### config.mk
export PLATFORM = sky130hd
export DESIGN_NAME = alu_arbiter_flat
export DESIGN_NICKNAME = d
export VERILOG_FILES = /design/src/rtl/alu_arbiter_if.sv /design/src/rtl/alu_arbiter.sv /design/src/flat_wrapper.sv
export SDC_FILE = /design/constraint.sdc
export NUM_CORES = 1
export LEC_CHECK = 0
export ABC_CLOCK_PERIOD_IN_PS = 1900
export CAP_MARGIN = 5
export CORE_UTILIZATION = 34
export CTS_CLUSTER_DIAMETER = 100
export DETAILED_ROUTE_END_ITERATION = 16
export PLACE_DENSITY = 0.65
export SKIP_LAST_GASP = 1
export SYNTH_ARGS = -nofsm -noshare
export SYNTH_HDL_FRONTEND = slang
export SYNTH_SLANG_ARGS = --single-unit
export TNS_END_PERCENT = 50
### constraint.sdc
create_clock -name clk -period 1.9 [get_ports clk]
set_input_delay 0.38 -clock clk [delete_from_list [all_inputs] [get_ports clk]]
set_output_delay 0.38 -clock clk [all_outputs]
set_load 0.03 [all_outputs]
### src/rtl/alu_arbiter_if.sv
// Bundle of requester, core and response signals shared by alu_arbiter and its environment.
// The arbiter takes the slave view; the requesters/core/consumer side takes the master view.
interface alu_arbiter_if;
  logic        req0_valid;
  logic        req0_ready;
  logic [7:0]  req0_a;
  logic [7:0]  req0_b;
  logic [2:0]  req0_op;
  logic        req1_valid;
  logic        req1_ready;
  logic [7:0]  req1_a;
  logic [7:0]  req1_b;
  logic [2:0]  req1_op;
  logic [7:0]  core_a;
  logic [7:0]  core_b;
  logic [2:0]  core_op;
  logic        core_start;
  logic [15:0] core_result;
  logic        core_busy;
  logic        rsp_valid;
  logic        rsp_ready;
  logic        rsp_id;
  logic [15:0] rsp_data;
  logic        timeout_err;

  modport slave (
    input  req0_valid, req0_a, req0_b, req0_op,
    input  req1_valid, req1_a, req1_b, req1_op,
    input  core_result, core_busy, rsp_ready,
    output req0_ready, req1_ready,
    output core_a, core_b, core_op, core_start,
    output rsp_valid, rsp_id, rsp_data, timeout_err
  );

  modport master (
    output req0_valid, req0_a, req0_b, req0_op,
    output req1_valid, req1_a, req1_b, req1_op,
    output core_result, core_busy, rsp_ready,
    input  req0_ready, req1_ready,
    input  core_a, core_b, core_op, core_start,
    input  rsp_valid, rsp_id, rsp_data, timeout_err
  );
endinterface

### src/rtl/alu_arbiter.sv
// Two-requester round-robin arbiter in front of a shared ALU/UART core: one transaction in
// flight, fixed result latency, busy drain with timeout, and a held response handshake.
module alu_arbiter #(
  parameter int unsigned RESULT_LAT   = 1,
  parameter int unsigned BUSY_TIMEOUT = 255
) (
  input logic         clk,
  input logic         rst_n,
  input logic         ena,
  alu_arbiter_if.slave bus
);

  localparam logic [2:0] IDLE     = 3'd0;
  localparam logic [2:0] ISSUE    = 3'd1;
  localparam logic [2:0] WAIT_RES = 3'd2;
  localparam logic [2:0] DRAIN    = 3'd3;
  localparam logic [2:0] RESP     = 3'd4;

  localparam logic [3:0] LAT_LOAD  = 4'(RESULT_LAT - 1);
  localparam logic [7:0] BUSY_LAST = 8'(BUSY_TIMEOUT - 1);

  logic [2:0]  state_q, state_d;
  logic        last_grant_q, last_grant_d;
  logic [3:0]  lat_cnt_q, lat_cnt_d;
  logic [7:0]  busy_cnt_q, busy_cnt_d;
  logic [7:0]  a_q, a_d;
  logic [7:0]  b_q, b_d;
  logic [2:0]  op_q, op_d;
  logic        id_q, id_d;
  logic [15:0] rsp_data_q, rsp_data_d;
  logic        rsp_id_q, rsp_id_d;
  logic        timeout_q, timeout_d;

  logic grant_id;
  logic take;
  logic in_flight;

  // Contention goes to the requester that did not win last time.
  always_comb begin
    grant_id = (bus.req0_valid & bus.req1_valid) ? ~last_grant_q : bus.req1_valid;
    take     = ena & (state_q == IDLE) & (bus.req0_valid | bus.req1_valid);
  end

  always_comb begin
    state_d      = state_q;
    last_grant_d = last_grant_q;
    lat_cnt_d    = lat_cnt_q;
    busy_cnt_d   = busy_cnt_q;
    a_d          = a_q;
    b_d          = b_q;
    op_d         = op_q;
    id_d         = id_q;
    rsp_data_d   = rsp_data_q;
    rsp_id_d     = rsp_id_q;
    timeout_d    = timeout_q;
    case (state_q)
      IDLE: begin
        if (take) begin
          a_d          = grant_id ? bus.req1_a  : bus.req0_a;
          b_d          = grant_id ? bus.req1_b  : bus.req0_b;
          op_d         = grant_id ? bus.req1_op : bus.req0_op;
          id_d         = grant_id;
          last_grant_d = grant_id;
          state_d      = ISSUE;
        end
      end
      ISSUE: begin
        lat_cnt_d = LAT_LOAD;
        state_d   = WAIT_RES;
      end
      WAIT_RES: begin
        if (lat_cnt_q == 4'd0) begin
          rsp_data_d = bus.core_result;
          rsp_id_d   = id_q;
          state_d    = DRAIN;
        end else begin
          lat_cnt_d = lat_cnt_q - 4'd1;
        end
      end
      DRAIN: begin
        if (!bus.core_busy) begin
          busy_cnt_d = 8'd0;
          state_d    = RESP;
        end else if (busy_cnt_q == BUSY_LAST) begin
          busy_cnt_d = 8'd0;
          timeout_d  = 1'b1;
          state_d    = RESP;
        end else begin
          busy_cnt_d = busy_cnt_q + 8'd1;
        end
      end
      RESP: begin
        if (bus.rsp_ready) state_d = IDLE;
      end
      default: state_d = IDLE;
    endcase
  end

  always_ff @(posedge clk or negedge rst_n) begin
    if (!rst_n) begin
      state_q      <= IDLE;
      last_grant_q <= 1'b1;
      lat_cnt_q    <= 4'd0;
      busy_cnt_q   <= 8'd0;
      a_q          <= 8'd0;
      b_q          <= 8'd0;
      op_q         <= 3'd0;
      id_q         <= 1'b0;
      rsp_data_q   <= 16'd0;
      rsp_id_q     <= 1'b0;
      timeout_q    <= 1'b0;
    end else if (ena) begin
      state_q      <= state_d;
      last_grant_q <= last_grant_d;
      lat_cnt_q    <= lat_cnt_d;
      busy_cnt_q   <= busy_cnt_d;
      a_q          <= a_d;
      b_q          <= b_d;
      op_q         <= op_d;
      id_q         <= id_d;
      rsp_data_q   <= rsp_data_d;
      rsp_id_q     <= rsp_id_d;
      timeout_q    <= timeout_d;
    end
  end

  assign in_flight = (state_q == ISSUE) | (state_q == WAIT_RES) | (state_q == DRAIN);

  // Ready is gated by rst_n so it reads 0 while reset is held, even with valids asserted.
  always_comb begin
    bus.req0_ready  = rst_n & take & ~grant_id;
    bus.req1_ready  = rst_n & take & grant_id;
    bus.core_a      = in_flight ? a_q  : 8'd0;
    bus.core_b      = in_flight ? b_q  : 8'd0;
    bus.core_op     = in_flight ? op_q : 3'd0;
    bus.core_start  = ena & (state_q == ISSUE);
    bus.rsp_valid   = (state_q == RESP);
    bus.rsp_id      = rsp_id_q;
    bus.rsp_data    = rsp_data_q;
    bus.timeout_err = timeout_q;
  end

endmodule
### src/flat_wrapper.sv
// flat-port wrapper written by rule: the top's interface ports become plain ports
module alu_arbiter_flat 
#(
  parameter int unsigned RESULT_LAT   = 1,
  parameter int unsigned BUSY_TIMEOUT = 255
)
  (clk, rst_n, ena, bus_req0_valid, bus_req0_a, bus_req0_b, bus_req0_op, bus_req1_valid, bus_req1_a, bus_req1_b, bus_req1_op, bus_core_result, bus_core_busy, bus_rsp_ready, bus_req0_ready, bus_req1_ready, bus_core_a, bus_core_b, bus_core_op, bus_core_start, bus_rsp_valid, bus_rsp_id, bus_rsp_data, bus_timeout_err);
  alu_arbiter_if bus_i ();
  input logic clk;
  input logic rst_n;
  input logic ena;
  input wire logic [$bits(bus_i.req0_valid)-1:0] bus_req0_valid;
  input wire logic [$bits(bus_i.req0_a)-1:0] bus_req0_a;
  input wire logic [$bits(bus_i.req0_b)-1:0] bus_req0_b;
  input wire logic [$bits(bus_i.req0_op)-1:0] bus_req0_op;
  input wire logic [$bits(bus_i.req1_valid)-1:0] bus_req1_valid;
  input wire logic [$bits(bus_i.req1_a)-1:0] bus_req1_a;
  input wire logic [$bits(bus_i.req1_b)-1:0] bus_req1_b;
  input wire logic [$bits(bus_i.req1_op)-1:0] bus_req1_op;
  input wire logic [$bits(bus_i.core_result)-1:0] bus_core_result;
  input wire logic [$bits(bus_i.core_busy)-1:0] bus_core_busy;
  input wire logic [$bits(bus_i.rsp_ready)-1:0] bus_rsp_ready;
  output wire logic [$bits(bus_i.req0_ready)-1:0] bus_req0_ready;
  output wire logic [$bits(bus_i.req1_ready)-1:0] bus_req1_ready;
  output wire logic [$bits(bus_i.core_a)-1:0] bus_core_a;
  output wire logic [$bits(bus_i.core_b)-1:0] bus_core_b;
  output wire logic [$bits(bus_i.core_op)-1:0] bus_core_op;
  output wire logic [$bits(bus_i.core_start)-1:0] bus_core_start;
  output wire logic [$bits(bus_i.rsp_valid)-1:0] bus_rsp_valid;
  output wire logic [$bits(bus_i.rsp_id)-1:0] bus_rsp_id;
  output wire logic [$bits(bus_i.rsp_data)-1:0] bus_rsp_data;
  output wire logic [$bits(bus_i.timeout_err)-1:0] bus_timeout_err;
  assign bus_i.req0_valid = bus_req0_valid;
  assign bus_i.req0_a = bus_req0_a;
  assign bus_i.req0_b = bus_req0_b;
  assign bus_i.req0_op = bus_req0_op;
  assign bus_i.req1_valid = bus_req1_valid;
  assign bus_i.req1_a = bus_req1_a;
  assign bus_i.req1_b = bus_req1_b;
  assign bus_i.req1_op = bus_req1_op;
  assign bus_i.core_result = bus_core_result;
  assign bus_i.core_busy = bus_core_busy;
  assign bus_i.rsp_ready = bus_rsp_ready;
  assign bus_req0_ready = bus_i.req0_ready;
  assign bus_req1_ready = bus_i.req1_ready;
  assign bus_core_a = bus_i.core_a;
  assign bus_core_b = bus_i.core_b;
  assign bus_core_op = bus_i.core_op;
  assign bus_core_start = bus_i.core_start;
  assign bus_rsp_valid = bus_i.rsp_valid;
  assign bus_rsp_id = bus_i.rsp_id;
  assign bus_rsp_data = bus_i.rsp_data;
  assign bus_timeout_err = bus_i.timeout_err;
  alu_arbiter #(.RESULT_LAT(RESULT_LAT), .BUSY_TIMEOUT(BUSY_TIMEOUT)) u_core (.clk(clk), .rst_n(rst_n), .ena(ena), .bus(bus_i));
endmodule
# Yosys cells after proc, flatten, opt, wreduce, memory -nomap -nowiden
# Cells that the tools add are included.
[totals]
regBits = 54
in_bits = 61
output_inout_bits = 41
wordCells = 61
[classes]
add_sub_neg = 2
eq_ne = 10
n_mux = 17
bitwise = 12
n_reduce_logical = 9
[op_table]
columns = ["operator", "n"]
rows = [
  ["2-to-1 mux 8 bit", 6],
  ["2-to-1 mux 3 bit", 7],
  ["case mux 3 bit (5 select lines)", 1],
  ["AND reduction 3 bit", 3],
  ["adder 8 x 1 -> 8 bit (second input constant)", 1],
  ["== test 8 bit (second input constant)", 1],
  ["case mux 4 bit (2 select lines)", 1],
  ["bitwise AND 1 bit", 7],
  ["== test 3 x 2 -> 1 bit (second input constant)", 2],
  ["AND reduction 5 bit", 1],
  ["logical NOT 4 bit", 1],
  ["2-to-1 mux 4 bit", 1],
  ["inequality test 2 x 1 -> 1 bit (second input constant)", 2],
  ["inequality test 2 bit (second input constant)", 2],
  ["AND reduction 4 bit", 1],
  ["subtractor 4 x 1 -> 4 bit (second input constant)", 1],
  ["== test 3 x 1 -> 1 bit (second input constant)", 1],
  ["== test 3 bit (second input constant)", 1],
  ["logical NOT 3 bit", 1],
  ["inequality test 3 x 2 -> 1 bit (second input constant)", 1],
  ["bitwise OR 1 bit", 3],
  ["NOT 1 bit", 2],
  ["AND reduction 2 bit", 1],
  ["nonzero test 2 bit", 1],
  ["2-to-1 mux 1 bit", 1],
]

# Depth between registers and ports, before layout
# Gate-level depths: netlist (run 1).
[logic_depth]
ltp_word = 5
mapped_depth = 6
mapped_depth_nobuf = 6

# Worst setup path after synthesis (run 1)
# Ideal clock, no wire load.
[synth_timing]
path_kind = "reg2out"
from = "register u_core.state_q[2]"
to = "output bus_req0_ready"
arrival_ps = 1916
required_time_ps = 1520
slack_ps = -396
stages_incl_launch_ff = 7
n_path_buf = 2
cell_sequence = "dfrtp_1 buf_6 nor2_1 o2111a_1 buf_4 inv_1 nor3b_1"
[synth_between]
elab_chain_len = 5
[synth_rtl]
columns = ["item", "line", "rtl"]
rows = [
  ["from (decl)", "alu_arbiter.sv:22", "logic [2:0] state_q, state_d;"],
  ["from (signal assigned)", "alu_arbiter.sv:113", "state_q <= state_d;"],
  ["logical NOT 3 bit", "alu_arbiter.sv:41", "take = ena & (state_q == IDLE) & (bus.req0_valid | bus.req1_valid);"],
  ["bitwise AND 1 bit (2 in a row)", "alu_arbiter.sv:41", ""],
  ["bitwise AND 1 bit (2 in a row)", "alu_arbiter.sv:131", "bus.req0_ready = rst_n & take & ~grant_id;"],
  ["to (decl)", "flat_wrapper.sv:23", "output wire logic [$bits(bus_i.req0_ready)-1:0] bus_req0_ready;"],
]
# No other way between the ends.

# Worst setup path in the final report (run 1)
[layout_timing]
from = "input ena"
to = "output bus_req0_ready"
[layout_between]
elab_chain_len = 4
[layout_rtl]
columns = ["item", "line", "rtl"]
rows = [
  ["from (decl)", "flat_wrapper.sv:11", "input logic ena;"],
  ["bitwise AND 1 bit (2 in a row)", "alu_arbiter.sv:41", ""],
  ["bitwise AND 1 bit (2 in a row)", "alu_arbiter.sv:131", ""],
]
# No other way between the ends.

==> flow_metrics.tcl, run 1 <==
set metrics [dict create \
    postLayoutCellArea_sq_um 4140 \
    htree_levels 2 \
    clock-root-buffer "clkbuf_8" \
    grt_overflow 0 \
    finalHoldViolations 0 \
    drive_above_1_share 0.236 \
    placed_area_sq_um 3970 \
    synth_async_sr_flop_share 1.00 \
    dp_slack_ps -137 \
    grt_usage 0.168 \
    worstMarginPinSlew_ps 347 \
    max_slew_margin 0.768 \
    syn_inst 262 \
    syn_area_sq_um 2740 \
    grt_pass1_vias 2228 \
    synthMuxAreaShare 0.147 \
    syn_area_per_cell_sq_um 10.5 \
    fin_setup_tns_ps -184 \
    cts_tree "yes" \
    place_hpwl_mm 5.21 \
    grt_pass1_wl_mm 11.2 \
    seq_area_frac_synth 0.493 \
    vias_per_cell 4.74 \
    wl_per_cell_um 14.0 \
    setup_ws_ps -86.4 \
    fmax_mhz 503 \
    timing.hold.ws_ps 116 \
    maxCapViolations 0 \
    failed_checks "negative setup slack" \
    crit_type "in2out" \
    finClkSkew_ps 10.5 \
    peakVddDrop_v 0.00101 \
    synthTopCellsByArea "dfrtp_1 48%, mux2_2 7.4%, mux2i_1 7.3%" \
    setup_viol 3 \
    rsz0062_at_grt "yes" \
    wl_mm 6.83 \
    fin_nets 449 \
    crit_required_ps 1520 \
    worst_hold_path_type "in2async" \
    cts-hold-fix-buffers 0 \
    initial_core_util 0.353 \
    syn_nets 327 \
    clock_path_buffers 2 \
    powerDensity_nw_per_um2 1570 \
    crit_path_max_fanout 8 \
    cp-end-kind "primary output" \
    cts_sinks 54 \
    worstSkewPairLatency_ps 310 \
    grt_max_degree 39 \
    status "finished with violations" \
    drt_iter0_drc 86 \
    drc 0 \
    synth-main-ff-cell "dfrtp_1" \
    power.leakage_uw 0.00183 \
    synth_fa_ha_area_frac 0.0183 \
    ys_ff_latch 54 \
    synth_top_area_frac 0.484 \
    yosys.area.top_type "dfrtp_1" \
    die_area_sq_um 8430 \
    fp-row-count 32 \
    synth_compound_area_frac 0.120 \
    drtPass1Iterations 4 \
    synth-simple-area-share 0.186 \
    arrival_ps 1610 \
    ys_types 44 \
    slew_viol_final 0 \
    fin_crit_sh 1.05 \
    synth_edf_count 0 \
    synth-xor-area-share 0 \
    gp_congestion 0.779 \
    diodes 0 \
    pin_count 102 \
    synth_top_family_by_area "simple AND/OR/NAND/NOR gates" \
    synth_warnings 0 \
    area_growth_pct 51.1 \
    final_util 0.533 \
    start_kind "input pin" \
    antenna_found_initial 0 \
    die_h_um 91.8 \
    period_minus_slack_ps 1990 \
    io_buffer_count 101 \
    core_sq_um 7770 \
    routed-via-count 2307 \
    cts_inserted_buffers 5 \
    fillers 727 \
    ant_nets 0 \
    die_x_um 91.8 \
    clkTransAtPathRegs_ps 100 \
]
[where the power goes]
part	switching (uW)	leakage [uW]	internal, uW	total, uW
clock network	387	0.0000452	261	648
logic	2150	0.00114	1790	3940
registers	281	0.000652	1650	1930
[timing repair]
| action | 4_1_cts | 5_1_grt |
|---|---|---|
| resized for setup | 6 | 7 |
| pin swaps | 2 | 2 |
| setup endpoints to repair | 22 | 23 |
| buffers inserted | 0 | 4 |
[sequential cells by signal, indices dropped and copies added (netlist names), 3 cells and up]
name,cells
u_core.a_q,8
u_core.b_q,8
u_core.bus.rsp_data,16
u_core.busy_cnt_q,8
u_core.lat_cnt_q,4
u_core.op_q,3
u_core.state_q,3
[Yosys cell counts (all sizes together), types with 2 or more instances]
cell,number
nor3,2
o31ai,2
nand2,11
nand4,2
and3,4
nor2b,4
a21o,3
buf,11
nor4,2
and2,21
nor2,27
nand3,4
and4,2
o21ai,10
dfrtp,53
clkbuf,2
nor3b,3
inv,7
ha,4
nand2b,4
mux2,18
mux2i,20
a21oi,30
[layer usage]
layer | up-vias | track usage | wire, um | share of wire
met4 | 0 | 0.0560 | 100 | 0.015
met1 | 1094 | 0.221 | 2990 | 0.44
met3 | 7 | 0.0390 | 300 | 0.044
li1 | 1164 | - | - | -
met5 | - | 0 | 0 | 0
met2 | 42 | 0.274 | 3440 | 0.50
[stage by stage]
step,total power (uW),std cells
floorplan,4250,262
global placement,5680,475
detailed placement,5760,475
CTS,6450,483
global route,6960,487
finish,6520,487
[worst paths after layout]
kind,startpoint,endpoint,slack [ps],depth (start not counted)
max,ena,bus_req0_ready,-90,6
min,rst_n,u_core.a_q[5]$_DFFE_PN0P_,120,2
max reg2reg,u_core.lat_cnt_q[1]$_DFFE_PN0P_,u_core.lat_cnt_q[2]$_DFFE_PN0P_,70,6
min reg2reg,u_core.id_q$_DFFE_PN0P_,u_core.id_q$_DFFE_PN0P_,490,1
max in group asynchronous,rst_n,u_core.last_grant_q$_DFFE_PN1P_,1520,2
min in group clk,u_core.id_q$_DFFE_PN0P_,u_core.id_q$_DFFE_PN0P_,490,1
[area by class of cell]
type | count | area [sq um] | share of cell area
Clock buffer | 6 | 72.6 | 0.0175
Inverter | 7 | 26.3 | 0.00634
Sequential cell | 54 | 1350 | 0.327
Clock inverter | 2 | 13.8 | 0.00332
Tap cell | 102 | 128 | 0.0308
Timing Repair Buffer | 128 | 1220 | 0.295
Multi-Input combinational cell | 188 | 1330 | 0.320
[worst max-delay path, stage by stage]
cell and delay (ps):
clkdlybuf4s50_1 470, buf_6 140, o2111a_1 230, inv_2 60
nor3b_4 170, buf_6 160
[kinds of logic (layout without fill, tap and decap cells)]
| kind of cell | count (synthesis) | in the layout |
|---|---|---|
| buffers and inverters | 20 | 143 |
| AOI/OAI and AO/OA | 55 | 55 |
| and+or+nand+nor | 91 | 91 |
| DFF | 54 | 54 |
| adders and majority gates | 4 | 4 |
| muxes | 38 | 38 |
[cells in the final DEF (no fill, tap or decap), types with 2 or more instances in the layout]
cell and instances:
nor2_1 25, o31ai_1 2, nand2b_1 3, nand2_1 11, nor4_1 2, nor2b_1 4
nand3_1 4, a21oi_1 30, nor2_4 2, buf_6 6, mux2i_1 20, dfrtp_1 53
a21o_1 3, clkbuf_8 5, clkdlybuf4s50_1 77, buf_4 40, and2_1 21, inv_1 5
and3_1 3, ha_1 4, o21ai_0 10, inv_2 2, mux2_2 18, nor3_1 2
buf_12 4
Note: power is estimated with default switching activity, not from simulation.
==> inputs of run 2 (changes only) <==
==> constraint.sdc (replaced) <==
create_clock -name clk -period 1.9 [get_ports clk]
set_input_delay 0.19 -clock clk [delete_from_list [all_inputs] [get_ports clk]]
set_output_delay 0.19 -clock clk [all_outputs]
set_load 0.03 [all_outputs]
==> run 2 against run 1 <==
  * The run still ends with negative setup slack left
  * Worst setup slack improved by 52 ps
  * Worst hold slack improved by 97 ps
  * Sequential cell count unchanged
  * Clock-buffer cell count unchanged
  * First-iteration DRC count increased by 77%
  * Routed wire length decreased by 7.6%
==> flow_metrics.tcl, run 2 (same netlist as run 1, synthesis figures left out) <==
set metrics [dict create \
    maxCapViolations 0 \
    p_comb_frac 0.586 \
    dp.cells 467 \
    place_hpwl_mm 4.77 \
    rrSetupSlack_ps 50 \
    area_growth_pct 46.6 \
    io_buffer_count 101 \
    powerDensity_nw_per_um2 1580 \
    cts_sinks 54 \
    p_sw_uw 2760 \
    seqCellArea_sq_um 1350 \
    endpoint "bus_req1_ready" \
    die_area_sq_um 8430 \
    crit_path_max_fanout 8 \
    pin_count 102 \
    drive_above_1_share 0.209 \
    clkTransAtPathRegs_ps 100 \
    antenna_found_initial 0 \
    grt_overflow 0 \
    timing.hold.ws_ps 213 \
    reg2reg_to "u_core.lat_cnt_q[2]$_DFFE_PN0P_" \
    ant_nets 0 \
    cts_tree "yes" \
    swShare 0.436 \
    drt_iter0_drc 152 \
    cts_inserted_buffers 5 \
    arrival_ps 1740 \
    initial_core_util 0.353 \
    cp-end-kind "primary output" \
    worstSkewPairLatency_ps 300 \
    vias_per_cell 4.84 \
    max_slew_margin 0.749 \
    power.internal_uw 3580 \
    die_h_um 91.8 \
    stdcell_count 476 \
    fp-row-count 32 \
    fin_nets 438 \
    power.leakage_uw 0.00176 \
    fin_crit_sh 1.02 \
    fillers 722 \
    p_seq_frac 0.306 \
    clock_power_share 0.107 \
    r2r_start "u_core.lat_cnt_q[0]$_DFFE_PN0P_" \
    diodes 0 \
    htree_levels 2 \
    post_cts_buffers 0 \
    slew_viol_final 0 \
    setup_viol 1 \
    worstMarginPinSlew_ps 375 \
    grt_pass1_vias 2221 \
    period_minus_slack_ps 1930 \
    reg2regPathDepth 6 \
    wl_mm 6.31 \
    fmax_mhz 517 \
    core_sq_um 7770 \
    dp_slack_ps 19.1 \
    multi_input_area_sq_um 1310 \
    setup_ws_ps -34.4 \
    worst_hold_path_type "in2async" \
    wl_per_cell_um 13.3 \
    grt_pass1_wl_mm 10.7 \
    rsz0062_at_grt "yes" \
    clock-root-buffer "clkbuf_8" \
    finClkSkew_ps 11.1 \
    layout_commonest_cell "clkdlybuf4s50_1" \
    gp_congestion 0.773 \
    routed-via-count 2303 \
    clock_path_buffers 2 \
    crit_type "reg2out" \
    grt_max_degree 39 \
    die_x_um 91.8 \
    finalHoldViolations 0 \
    drtPass1Iterations 4 \
    setup.worst_path.start "u_core.state_q[2]$_DFFE_PN0P_" \
    grt_usage 0.157 \
    crit_required_ps 1710 \
    peakVddDrop_v 0.000783 \
    failed_checks "negative setup slack" \
    status "finished with violations" \
    largest_reg_flops 16 \
    start_kind "flip-flop" \
    drc 0 \
    final_cell_mix "77 x clkdlybuf4s50_1, 53 x dfrtp_1, 33 x buf_4, 30 x a21oi_1, 25 x nor2_1" \
]
-- run 2: through the flow --
| step | TNS (ps) | utilization | instance area (sq um) | total power (uW) |
|---|---|---|---|---|
| after CTS | -126 | 0.515 | 4000 | 6370 |
| after detailed placement | 0 | 0.501 | 3890 | 5670 |
| final | -34.4 | 0.517 | 4020 | 6340 |
| after floorplan | 0 | - | 2750 | 4240 |
| after global placement | 0 | 0.501 | 3890 | 5610 |
| after global routing | -747 | 0.517 | 4020 | 6770 |
-- run 2: worst min path at each step --
stage | depth (start not counted) | start | end | slack (ps)
final | 2 | rst_n | u_core.lat_cnt_q[2]$_DFFE_PN0P_ | 210
after global routing | 2 | rst_n | u_core.lat_cnt_q[2]$_DFFE_PN0P_ | 210
after CTS | 2 | rst_n | u_core.lat_cnt_q[2]$_DFFE_PN0P_ | 200
after detailed placement | 1 | rst_n | u_core.lat_cnt_q[2]$_DFFE_PN0P_ | 4
after global placement | 1 | rst_n | u_core.lat_cnt_q[2]$_DFFE_PN0P_ | 6
after floorplan | 0 | rst_n | u_core.a_q[0]$_DFFE_PN0P_ | -110
-- run 2: critical path: stages, from the launching register on --
cell and delay (ps):
dfrtp_1 450, buf_6 160, nor2_2 120, buf_4 140
and4_2 260, and2_1 140, buf_4 160
-- run 2: what timing repair did --
action | in CTS | in global routing
endpoints found under the hold margin | 53 | 0
gates resized for setup | 2 | 7
pin swaps | 0 | 1
hold buffers | 1 | 0
setup endpoints to repair | 22 | 39
-- run 2: area by class of cell --
cell class / instances / area share
flip-flops and latches: 54 / 0.337
clock buffers: 6 / 0.0205
multi-input cells: 188 / 0.327
clock inverters: 2 / 0.00311
inverters: 7 / 0.00654
repair buffers: 117 / 0.275
well taps: 102 / 0.0318
-- run 2: power by group through the flow --
stage                     sequential [uW]  combinational, uW  clock, uW
after floorplan                      2260               1980          0
after global placement               1940               3680          0
after detailed placement             1960               3720          0
after CTS                            1940               3730        702
after global routing                 2010               4020        739
final                                1940               3720        681
-- run 2: per-layer routing --
layer / vias to the layer above / wire [um] / track usage
met5: - / 0 / 0
met4: 0 / 90 / 0.0430
met3: 10 / 386 / 0.0464
met2: 64 / 3010 / 0.257
met1: 1092 / 2820 / 0.202
li1: 1137 / - / -
==> RTL edit, RTL diff (config.mk and constraints of run 2) <==
Make the reset (`rst_n`) synchronous in one clocked block.
--- a/src/rtl/alu_arbiter.sv
+++ b/src/rtl/alu_arbiter.sv
@@ -98,3 +98,3 @@
 
-  always_ff @(posedge clk or negedge rst_n) begin
+  always_ff @(posedge clk) begin
     if (!rst_n) begin
Formal check against the unedited RTL: differs if rst_n is asserted again (counterexample within 4 cycles, from zero or initial values and one cycle with rst_n low); with rst_n held inactive, the same outputs for 10 cycles.
==> RTL edit against run 2 <==
- sequential cell count stayed put
- worst setup slack better by 0.16 ns
- cell area shrank 1.6%
- register-to-register slack improved by 0.10 ns
- count of clock-buffer cells in the layout fell by 1
- critical endpoint is now bus_req0_ready
- synthesized area grew 1.0%
- critical path type unchanged
- wire length is 2.7% higher
Power is not compared: it rests on default switching activity, and its combinational part moved more than twofold at a synthesized area within 25%.
==> RTL edit: results (changes against run 2) <==
| Metric | Value |
|---|---|
| DPL Wire Length | `4720 um (-1.1%)` |
| Synthesized instance count | `311 (+19%)` |
| Worst hold margin | `0.333 ns (+0.120 ns)` |
| Share of final-layout standard cells stronger than drive strength 1 | `14.4% (-6.5 points)` |
| Share of flip-flops with an asynchronous set or reset | `0% (-100 points)` |
| Wire length on met1 | `2930 um (+3.9%)` |
| Fraction of the yosys area taken by sequential cells | `39.0% (-10 points)` |
| Most frequent cells after synthesis | `nand2_1 (66), dfxtp_1 (54), mux2i_1 (24)` |
| Area fraction in compound gates after synthesis | `20.6% (+8.6 points)` |
| Number of setup buffers added after CTS | `1 (+1)` |
| Clock tree skew after final layout | `0.00793 ns (-0.00319 ns)` |
| CTS Hold Bufs | `0 (-1)` |
| Vias in the first global route | `2422 (+9.0%)` |
| Number of DRC violations after detailed-routing iteration 0 | `84 (-45%)` |
| Dominant cell type by area after synthesis | `dfxtp_1` |
| Leading cell types by total area after synthesis | `dfxtp_1 (39%), nand2_1 (8.9%), mux2i_1 (8.7%)` |
| Total number of nets in the final design | `474 (+8.2%)` |
| Multiplexer area fraction after synthesis | `8.68% (-6.0 points)` |
| Worst flop-to-flop path startpoint | `u_core.lat_cnt_q[0]` |
| Run status | `complete, no violations` |
| Critical Path Max Stage Delay | `0.38 ns (-0.07 ns)` |
| Arr. time, crit path | `1.58 ns (-0.16 ns)` |
| Fraction of standard cell area that is sequential | `27.4% (-6.2 points)` |
| Vias post-DR | `2506 (+8.8%)` |
| Count of placed standard cells in the final layout, fillers left out | `512 (+7.6%)` |
| Maximum fanout encountered on the critical timing path | `10 (+2)` |
| Number of clock buffer instances in the layout | `5 (-1)` |
| Nonclk buf count | `112 (-4.3%)` |
| CTS resizes | `4 (+2)` |
| Distinct cell type count of the synthesized netlist | `42 (-4.5%)` |
| Met2 demand-to-capacity share in global routing | `27.7% (+2.0 points)` |
| Overall track demand over capacity in global routing | `16.1% (+0.43 points)` |
| Filler cell count | `769 (+6.5%)` |
| Crit-path slowest cell | `dfxtp_2` |
| Signal inverters | `6 (-1)` |
| Routed wirelength normalized by instance count | `12.7 um (-4.5%)` |
| Met1 track demand over resource | `19.5% (-0.71 points)` |
| Multi-input combinational area share | `39.4% (+6.8 points)` |
| Clock latency on the worst-skew pair | `0.32 ns (+0.02 ns)` |
| Number of cells in the design after placement | `503 (+7.7%)` |
| Layout clock area frac | `2.47% (+0.10 points)` |
| Standard cell area after detailed placement | `3830 um^2 (-1.6%)` |
| Worst relative slew slack | `71.1% (-3.8 points)` |
| Syn_nets | `376 (+15%)` |
| Class of the tightest hold or removal check | `input pin to flop` |
| Post-layout utilization of the core | `50.6% (-1.1 points)` |
[RTL edit: changes by cell type in the layout (fill, tap and decap cells not counted), sizes merged, moves of 4 or more]
cell    change
a21boi     +19
a21oi      -26
buf         -4
dfrtp      -53
dfxtp      +54
mux2       -18
mux2i       +4
nand2      +55
nor2       -13
o211a      +23
o211ai      +5
o21ai       -7
[RTL edit: worst max path at each step]
stage / start / to / slack (ns) / cells past startpoint
after CTS: u_core.state_q[0] / bus_rsp_valid / 0.02 / 3
after global placement: ena / bus_req1_ready / 0.11 / 5
after floorplan: u_core.state_q[2] / bus_req0_ready / 0.14 / 6
after detailed placement: bus_req0_valid / bus_req1_ready / 0.1 / 5
final: u_core.state_q[2] / bus_req0_ready / 0.13 / 6
after global routing: u_core.state_q[0] / bus_core_b[0] / 0.0005 / 5
